===== src/rtl/seq_alu_datapath.sv =====
// ---------------------------------------------------------------------------
// seq_alu_datapath
//
// Sequential register-file ALU. One operation runs per start request:
//   IDLE -> LDY (Y <= R[rb]) -> EXEC (1 cycle for ALU ops, WIDTH cycles for
//   MUL/DIV) -> WB (done pulse, result valid) -> IDLE.
// ALU ops (ADD/SUB/AND/OR/SHR/SHL) write R[ra] on the edge ending WB.
// MUL/DIV write only the HI/LO pair, which becomes visible when WB starts.
//
// Ports
//   clk              single clock, rising edge
//   clr              synchronous active-high clear (highest priority)
//   start            begin one operation (sampled only in IDLE)
//   op               0 ADD, 1 SUB, 2 AND, 3 OR, 4 SHR, 5 SHL, 6 MUL, 7 DIV
//   ra, rb, rc       destination, first source, second source
//   use_imm, imm     replace the Rc operand with imm
//   wr_en/addr/data  external register load (IDLE only)
//   rd_addr/rd_data  combinational register read-back
//   busy, done       busy in LDY/EXEC/WB, done in WB only
//   result           last written-back low word (held outside WB)
//   hi_out, lo_out   HI/LO registers
//   div0             last DIV had a zero divisor
// ---------------------------------------------------------------------------
module seq_alu_datapath #(
  parameter int WIDTH   = 32,
  parameter int NREGS   = 16,
  parameter bit R0_ZERO = 1'b1
) (
  input  logic                     clk,
  input  logic                     clr,
  input  logic                     start,
  input  logic [2:0]               op,
  input  logic [$clog2(NREGS)-1:0] ra,
  input  logic [$clog2(NREGS)-1:0] rb,
  input  logic [$clog2(NREGS)-1:0] rc,
  input  logic                     use_imm,
  input  logic [WIDTH-1:0]         imm,
  input  logic                     wr_en,
  input  logic [$clog2(NREGS)-1:0] wr_addr,
  input  logic [WIDTH-1:0]         wr_data,
  input  logic [$clog2(NREGS)-1:0] rd_addr,
  output logic [WIDTH-1:0]         rd_data,
  output logic                     busy,
  output logic                     done,
  output logic [WIDTH-1:0]         result,
  output logic [WIDTH-1:0]         hi_out,
  output logic [WIDTH-1:0]         lo_out,
  output logic                     div0
);

  localparam int AW = $clog2(NREGS);
  localparam int SW = $clog2(WIDTH);

  localparam logic [1:0] S_IDLE = 2'd0;
  localparam logic [1:0] S_LDY  = 2'd1;
  localparam logic [1:0] S_EXEC = 2'd2;
  localparam logic [1:0] S_WB   = 2'd3;

  localparam logic [2:0] OP_ADD = 3'd0;
  localparam logic [2:0] OP_SUB = 3'd1;
  localparam logic [2:0] OP_AND = 3'd2;
  localparam logic [2:0] OP_OR  = 3'd3;
  localparam logic [2:0] OP_SHR = 3'd4;
  localparam logic [2:0] OP_SHL = 3'd5;
  localparam logic [2:0] OP_DIV = 3'd7;

  // Iteration counter covers 0..WIDTH-1 exactly because WIDTH is a power of 2.
  localparam logic [SW-1:0] CNT_LAST = SW'(WIDTH - 1);

  // ------------------------------------------------------------------
  // State
  // ------------------------------------------------------------------
  logic [1:0]       r_state;
  logic [2:0]       r_op;
  logic [AW-1:0]    r_ra;
  logic [AW-1:0]    r_rb;
  logic [AW-1:0]    r_rc;
  logic             r_use_imm;
  logic [WIDTH-1:0] r_imm;
  logic [WIDTH-1:0] r_y;       // operand Y; multiplier / quotient shifter in MUL/DIV
  logic [WIDTH-1:0] r_z;
  logic [WIDTH-1:0] r_acc;     // MUL partial high word / DIV partial remainder
  logic [WIDTH-1:0] r_hi;
  logic [WIDTH-1:0] r_lo;
  logic [WIDTH-1:0] r_result;
  logic             r_div0;
  logic [SW-1:0]    r_cnt;
  logic [WIDTH-1:0] r_regs [NREGS];

  // ------------------------------------------------------------------
  // Operand fetch and control decode
  // ------------------------------------------------------------------
  logic [WIDTH-1:0] w_rb_val;
  logic [WIDTH-1:0] w_rc_val;
  logic [WIDTH-1:0] w_b;
  logic [SW-1:0]    w_shamt;
  logic             w_is_md;
  logic             w_is_div;
  logic             w_last;
  logic             w_ext_we;
  logic             w_wb_we;

  assign w_rb_val = (R0_ZERO && (r_rb == '0)) ? '0 : r_regs[r_rb];
  assign w_rc_val = (R0_ZERO && (r_rc == '0)) ? '0 : r_regs[r_rc];
  assign w_b      = r_use_imm ? r_imm : w_rc_val;
  assign w_shamt  = w_b[SW-1:0];
  assign w_is_md  = r_op[2] & r_op[1];
  assign w_is_div = (r_op == OP_DIV);
  assign w_last   = (r_cnt == CNT_LAST);

  // Writes outside IDLE are dropped; WB never targets R0 when it is hardwired.
  assign w_ext_we = wr_en && (r_state == S_IDLE) && !(R0_ZERO && (wr_addr == '0));
  assign w_wb_we  = (r_state == S_WB) && !w_is_md && !(R0_ZERO && (r_ra == '0));

  // ------------------------------------------------------------------
  // Single-cycle ALU
  // ------------------------------------------------------------------
  logic [WIDTH-1:0] w_alu;

  always_comb begin
    // NOTE: a default assignment up front keeps every path driven, so no latch is inferred.
    w_alu = '0;
    case (r_op)
      OP_ADD:  w_alu = r_y + w_b;
      OP_SUB:  w_alu = r_y - w_b;
      OP_AND:  w_alu = r_y & w_b;
      OP_OR:   w_alu = r_y | w_b;
      OP_SHR:  w_alu = r_y >> w_shamt;
      OP_SHL:  w_alu = r_y << w_shamt;
      default: w_alu = '0;
    endcase
  end

  // ------------------------------------------------------------------
  // MUL step: {acc, y} is the 2W-bit product register. Add B into the high
  // half when the current multiplier LSB is set, then shift right by one.
  // ------------------------------------------------------------------
  logic [WIDTH:0]   w_mul_sum;
  logic [WIDTH-1:0] w_mul_acc_nx;
  logic [WIDTH-1:0] w_mul_y_nx;

  assign w_mul_sum    = {1'b0, r_acc} + (r_y[0] ? {1'b0, w_b} : '0);
  assign w_mul_acc_nx = w_mul_sum[WIDTH:1];
  assign w_mul_y_nx   = {w_mul_sum[0], r_y[WIDTH-1:1]};

  // ------------------------------------------------------------------
  // DIV step (restoring): shift the next dividend bit into the remainder,
  // subtract B when it fits, shift the quotient bit into y. A zero divisor
  // always "fits", so the quotient saturates to all ones and the remainder
  // ends up equal to the original Y without any special-case path.
  // ------------------------------------------------------------------
  logic [WIDTH:0]   w_div_sh;
  logic             w_div_ge;
  logic [WIDTH-1:0] w_div_acc_nx;
  logic [WIDTH-1:0] w_div_y_nx;

  assign w_div_sh     = {r_acc, r_y[WIDTH-1]};
  assign w_div_ge     = (w_div_sh >= {1'b0, w_b});
  assign w_div_acc_nx = WIDTH'(w_div_ge ? (w_div_sh - {1'b0, w_b}) : w_div_sh);
  assign w_div_y_nx   = {r_y[WIDTH-2:0], w_div_ge};

  logic [WIDTH-1:0] w_md_acc_nx;
  logic [WIDTH-1:0] w_md_y_nx;

  assign w_md_acc_nx = w_is_div ? w_div_acc_nx : w_mul_acc_nx;
  assign w_md_y_nx   = w_is_div ? w_div_y_nx   : w_mul_y_nx;

  // ------------------------------------------------------------------
  // Control FSM and datapath registers
  // ------------------------------------------------------------------
  // NOTE: sequential state uses non-blocking assignments so every register samples pre-edge values.
  always_ff @(posedge clk) begin
    if (clr) begin
      r_state   <= S_IDLE;
      r_op      <= '0;
      r_ra      <= '0;
      r_rb      <= '0;
      r_rc      <= '0;
      r_use_imm <= 1'b0;
      r_imm     <= '0;
      r_y       <= '0;
      r_z       <= '0;
      r_acc     <= '0;
      r_hi      <= '0;
      r_lo      <= '0;
      r_result  <= '0;
      r_div0    <= 1'b0;
      r_cnt     <= '0;
    end else begin
      case (r_state)
        S_IDLE: begin
          if (start) begin
            r_op      <= op;
            r_ra      <= ra;
            r_rb      <= rb;
            r_rc      <= rc;
            r_use_imm <= use_imm;
            r_imm     <= imm;
            r_div0    <= 1'b0;
            r_state   <= S_LDY;
          end
        end

        S_LDY: begin
          r_y     <= w_rb_val;
          r_acc   <= '0;
          r_cnt   <= '0;
          r_state <= S_EXEC;
        end

        S_EXEC: begin
          if (!w_is_md) begin
            r_z      <= w_alu;
            r_result <= w_alu;
            r_state  <= S_WB;
          end else begin
            r_acc <= w_md_acc_nx;
            r_y   <= w_md_y_nx;
            r_cnt <= r_cnt + 1'b1;
            if (w_last) begin
              // Commit HI/LO on entry to WB so they are valid alongside done.
              r_hi     <= w_md_acc_nx;
              r_lo     <= w_md_y_nx;
              r_z      <= w_md_y_nx;
              r_result <= w_md_y_nx;
              r_div0   <= w_is_div && (w_b == '0);
              r_state  <= S_WB;
            end
          end
        end

        S_WB: begin
          // start is deliberately not sampled here; it is seen on the next IDLE edge.
          r_state <= S_IDLE;
        end

        default: r_state <= S_IDLE;
      endcase
    end
  end

  // ------------------------------------------------------------------
  // Register file. External writes and WB writeback happen in different
  // states, so at most one write port is active per edge.
  // ------------------------------------------------------------------
  always_ff @(posedge clk) begin
    if (clr) begin
      // NOTE: this array is cleared on reset because software relies on all registers reading 0 after clr.
      for (int i = 0; i < NREGS; i++) begin
        r_regs[i] <= '0;
      end
    end else if (w_ext_we) begin
      r_regs[wr_addr] <= wr_data;
    end else if (w_wb_we) begin
      r_regs[r_ra] <= r_z;
    end
  end

  // ------------------------------------------------------------------
  // Outputs
  // ------------------------------------------------------------------
  assign rd_data = (R0_ZERO && (rd_addr == '0)) ? '0 : r_regs[rd_addr];
  assign busy    = (r_state != S_IDLE);
  assign done    = (r_state == S_WB);
  assign result  = r_result;
  assign hi_out  = r_hi;
  assign lo_out  = r_lo;
  assign div0    = r_div0;

endmodule


===== config.mk =====
export PLATFORM = sky130hd
export DESIGN_NAME = seq_alu_datapath
export DESIGN_NICKNAME = d
export VERILOG_FILES = /design/src/rtl/seq_alu_datapath.sv
export SDC_FILE = /design/constraint.sdc
export NUM_CORES = 2
export LEC_CHECK = 0
export BUFFER_PORTS_ARGS = -buffer_cell sky130_fd_sc_hd__buf_2
export CORE_MARGIN = 2
export CORE_UTILIZATION = 44
export DETAILED_ROUTE_END_ITERATION = 10
export GPL_TIMING_DRIVEN = 1
export SLEW_MARGIN = 20
export SYNTH_ARGS = -nofsm -noshare
export SYNTH_HDL_FRONTEND = slang
export SYNTH_SLANG_ARGS = --single-unit

===== constraint.sdc =====
create_clock -name clk -period 17.15 [get_ports clk]
set_input_delay 0.8575 -clock clk [delete_from_list [all_inputs] [get_ports clk]]
set_output_delay 0.8575 -clock clk [all_outputs]
set_load 0.03 [all_outputs]

==> flow_summary.ini <==
[outcome]
status = finished, final reports clean

[yosys]
mappedNetlistArea_um2 = 48730
synth-edff-count = 512
synth.yosys.warnings = 0
yosys_register_bits = 736
synth-seq-area-share = 0.4075
avgSynthCellArea_um2 = 11.02
synthDistinctLibCells = 94
syn_inst = 4420
ys.flop_type = edfxtp_1
synth_top_area_frac = 0.3155
async_flop_share = 0
yosysMostFrequentCell = nor2_1
yosysTopAreaCell = edfxtp_1
synth_area_leaders = edfxtp_1 (32%), mux4_2 (21%), dfxtp_1 (9.2%)
synthTopCellsByCount = nor2_1 (795), edfxtp_1 (512), mux4_2 (462), nand2_1 (326), clkbuf_1 (278)

[placed_design]
dpl_cell_area_um2 = 51540
hpwl_um = 133700
globalplace.congestion = 1.028
port_buffers = 222

[final_layout]
layout.nets = 4716
fin_area_um2 = 54640
drive_above_1_share = 0.2294
area_delta_synth_final_pct = 12.14

[route]
drt_iter0_drc = 6193
routed_wl_um = 198100
drt-wirelength-per-cell_um = 32.57
drt_first_pass_iters = 5
vias = 41070
drc = 0
routed_via_density = 6.753
ant_nets = 0

[die]
core_um2 = 110200
die_height_um = 336.8
pin_count = 223
rows = 122
dieArea_um2 = 113400
die_w_um = 336.8
initial_core_util = 0.4421

[timing]
slew_violations = 0
worst_slew_pin_slew_ns = 1.242
fin_crit_sh = 0.4727
relSlewSlack = 0.1483
min_period_ns = 8.107
max_freq_mhz = 123.4
clock_skew_ns = 0.06416
tns_ns = 0
rsz0062_at_grt = no
finalSetupViolCount = 0
hold_viol_final = 0

[global_route]
grt-ovfl-total = 0
grt_max_degree = 102
grtUsageTotal = 0.3460
grt_pass1_wl_um = 282000
grt_pass1_vias = 39270
antenna_found_initial = 9

[power_and_ir_drop]
power_mw = 7.473
p_leak_nw = 20.36
power_density_nw_per_um2 = 136.8
irDropWorstVdd_uv = 118.7

[min_path]
hp-class = in -> reg

[worst_setup_path]
r2r_end = result[28]$_SDFFE_PP0P_
r2r_cells = 23
critPathCapture = result[28]$_SDFFE_PP0P_
arrival_ns = 8.70
worstSetupStartpointType = register
crit_chain = buf_4, mux4_2, mux2_2, a221o_2, buf_4, inv_2, nand3_1, or3_1, o31ai_1, xnor2_1, ha_1, a21o_1, a21oi_1, o21bai_1, a211oi_1, o21ai_0, a31oi_1, o21ai_0, a222oi_1, a21o_1, nor3_1, or3_1, a31o_1
worstPathRequired_ns = 17.75
crit_slowest_cell = dfxtp_4
end_kind = register
worstSetupPathType = reg -> reg
max_stage_delay_ns = 0.77
cp_max_fo = 48
ff2ff_setup_slack_ns = 9.04

[clock_network]
hold_buffers = 0
clkLatencyLatePin_ns = 0.71
cts_resized = 0
cts_buffer_depth = 3
clk_pin_slew_ns = 0.06
clock-root-buffer = clkbuf_16
cts_setup_buffers = 0
cts_tree = yes
cts_buffers = 87
h-tree-depth = 3
cts.sinks = 736

[flow_run]
max_cap_viol_count = 0
==> cell families after synthesis <==
kind of cell	synth area share
simple gates	0.1213
flops	0.4075
buf+inv	0.03698
compound gates	0.1195
fa+ha+maj	0.03384
mux	0.2620
xor+xnor	0.01885
other cells	0.00007696
==> layer usage <==
metal	vias up	part of all wire	global-route usage
met5	-	0.00040	0
met1	20500	0.36	0.4561
met4	12	0.061	0.1793
met3	555	0.13	0.09588
met2	2960	0.44	0.5223
li1	17050	-	-
==> layout make-up <==
class / instances / area (um2)
sequential: 736 / 19880
fill: 10070 / 55570
timing repair buffer: 361 / 2193
multi-input combinational: 3262 / 27340
clock inverter: 52 / 654.4
inverter: 70 / 262.8
clock buffer: 110 / 2441
tap: 1488 / 1862
antenna: 3 / 7.507
==> worst min-delay path by stage <==
stage,cells past startpoint,to,startpoint
4_1_cts,3,r_imm[1]$_SDFFE_PP0P_,imm[1]
3_5_place_dp,2,hi_out[14]$_SDFFE_PP0P_,hi_out[14]$_SDFFE_PP0P_
6_report,3,r_imm[1]$_SDFFE_PP0P_,imm[1]
3_3_place_gp,2,r_imm[9]$_SDFFE_PP0P_,r_imm[9]$_SDFFE_PP0P_
2_1_floorplan,2,r_imm[2]$_SDFFE_PP0P_,r_imm[2]$_SDFFE_PP0P_
5_1_grt,3,r_imm[26]$_SDFFE_PP0P_,imm[26]
==> state kept, by name, indices dropped and copies added (netlist names), named ones only <==
register	count
div0	1
r_acc	32
r_imm	32
r_ra	4
r_op	3
r_y	32
r_rb	4
result	32
hi_out	32
lo_out	32
r_regs	512
r_rc	4
r_state	2
r_use_imm	1
r_cnt	5
==> power breakdown <==
part           internal (mW)  switching, mW
registers               2.02          0.199
clock network           1.18          0.821
logic                   1.17           2.08
==> per-stage QoR <==
stage	setup WS, ns	utilization	hold WS (ns)	std cells
6_report	9.043	0.4958	0.3933	6082
5_1_grt	8.779	0.4958	0.3930	6079
4_1_cts	9.200	0.4958	0.3626	6079
3_5_place_dp	9.193	0.4677	0.4474	5917
3_3_place_gp	9.211	0.4676	0.4425	5917
2_1_floorplan	10.61	-	0.4317	4451
==> critical path, delay by kind of cell, from the launching register on <==
| family | cells | cell delay (ns) |
|---|---|---|
| multiplexers | 2 | 0.69 |
| XOR/XNOR | 1 | 0.18 |
| adder cells (fa/ha/maj) | 1 | 0.32 |
| AND/OR/NAND/NOR | 4 | 1.15 |
| flip-flops | 1 | 0.77 |
| buffers and inverters | 3 | 1.43 |
| AO/OA/AOI/OAI | 12 | 3.27 |
==> cell usage in the layout, fill, tap and decap left out, types with 76 or more instances in the layout <==
| cell | n |
|---|---|
| a21oi_1 | 270 |
| buf_2 | 219 |
| buf_4 | 138 |
| clkbuf_16 | 93 |
| dfxtp_1 | 215 |
| edfxtp_1 | 512 |
| ha_1 | 103 |
| mux2i_1 | 218 |
| mux4_2 | 462 |
| nand2_1 | 292 |
| nor2_1 | 790 |
| o21ai_0 | 129 |
| xnor2_1 | 76 |
Note: power is estimated with default switching activity, not from simulation.
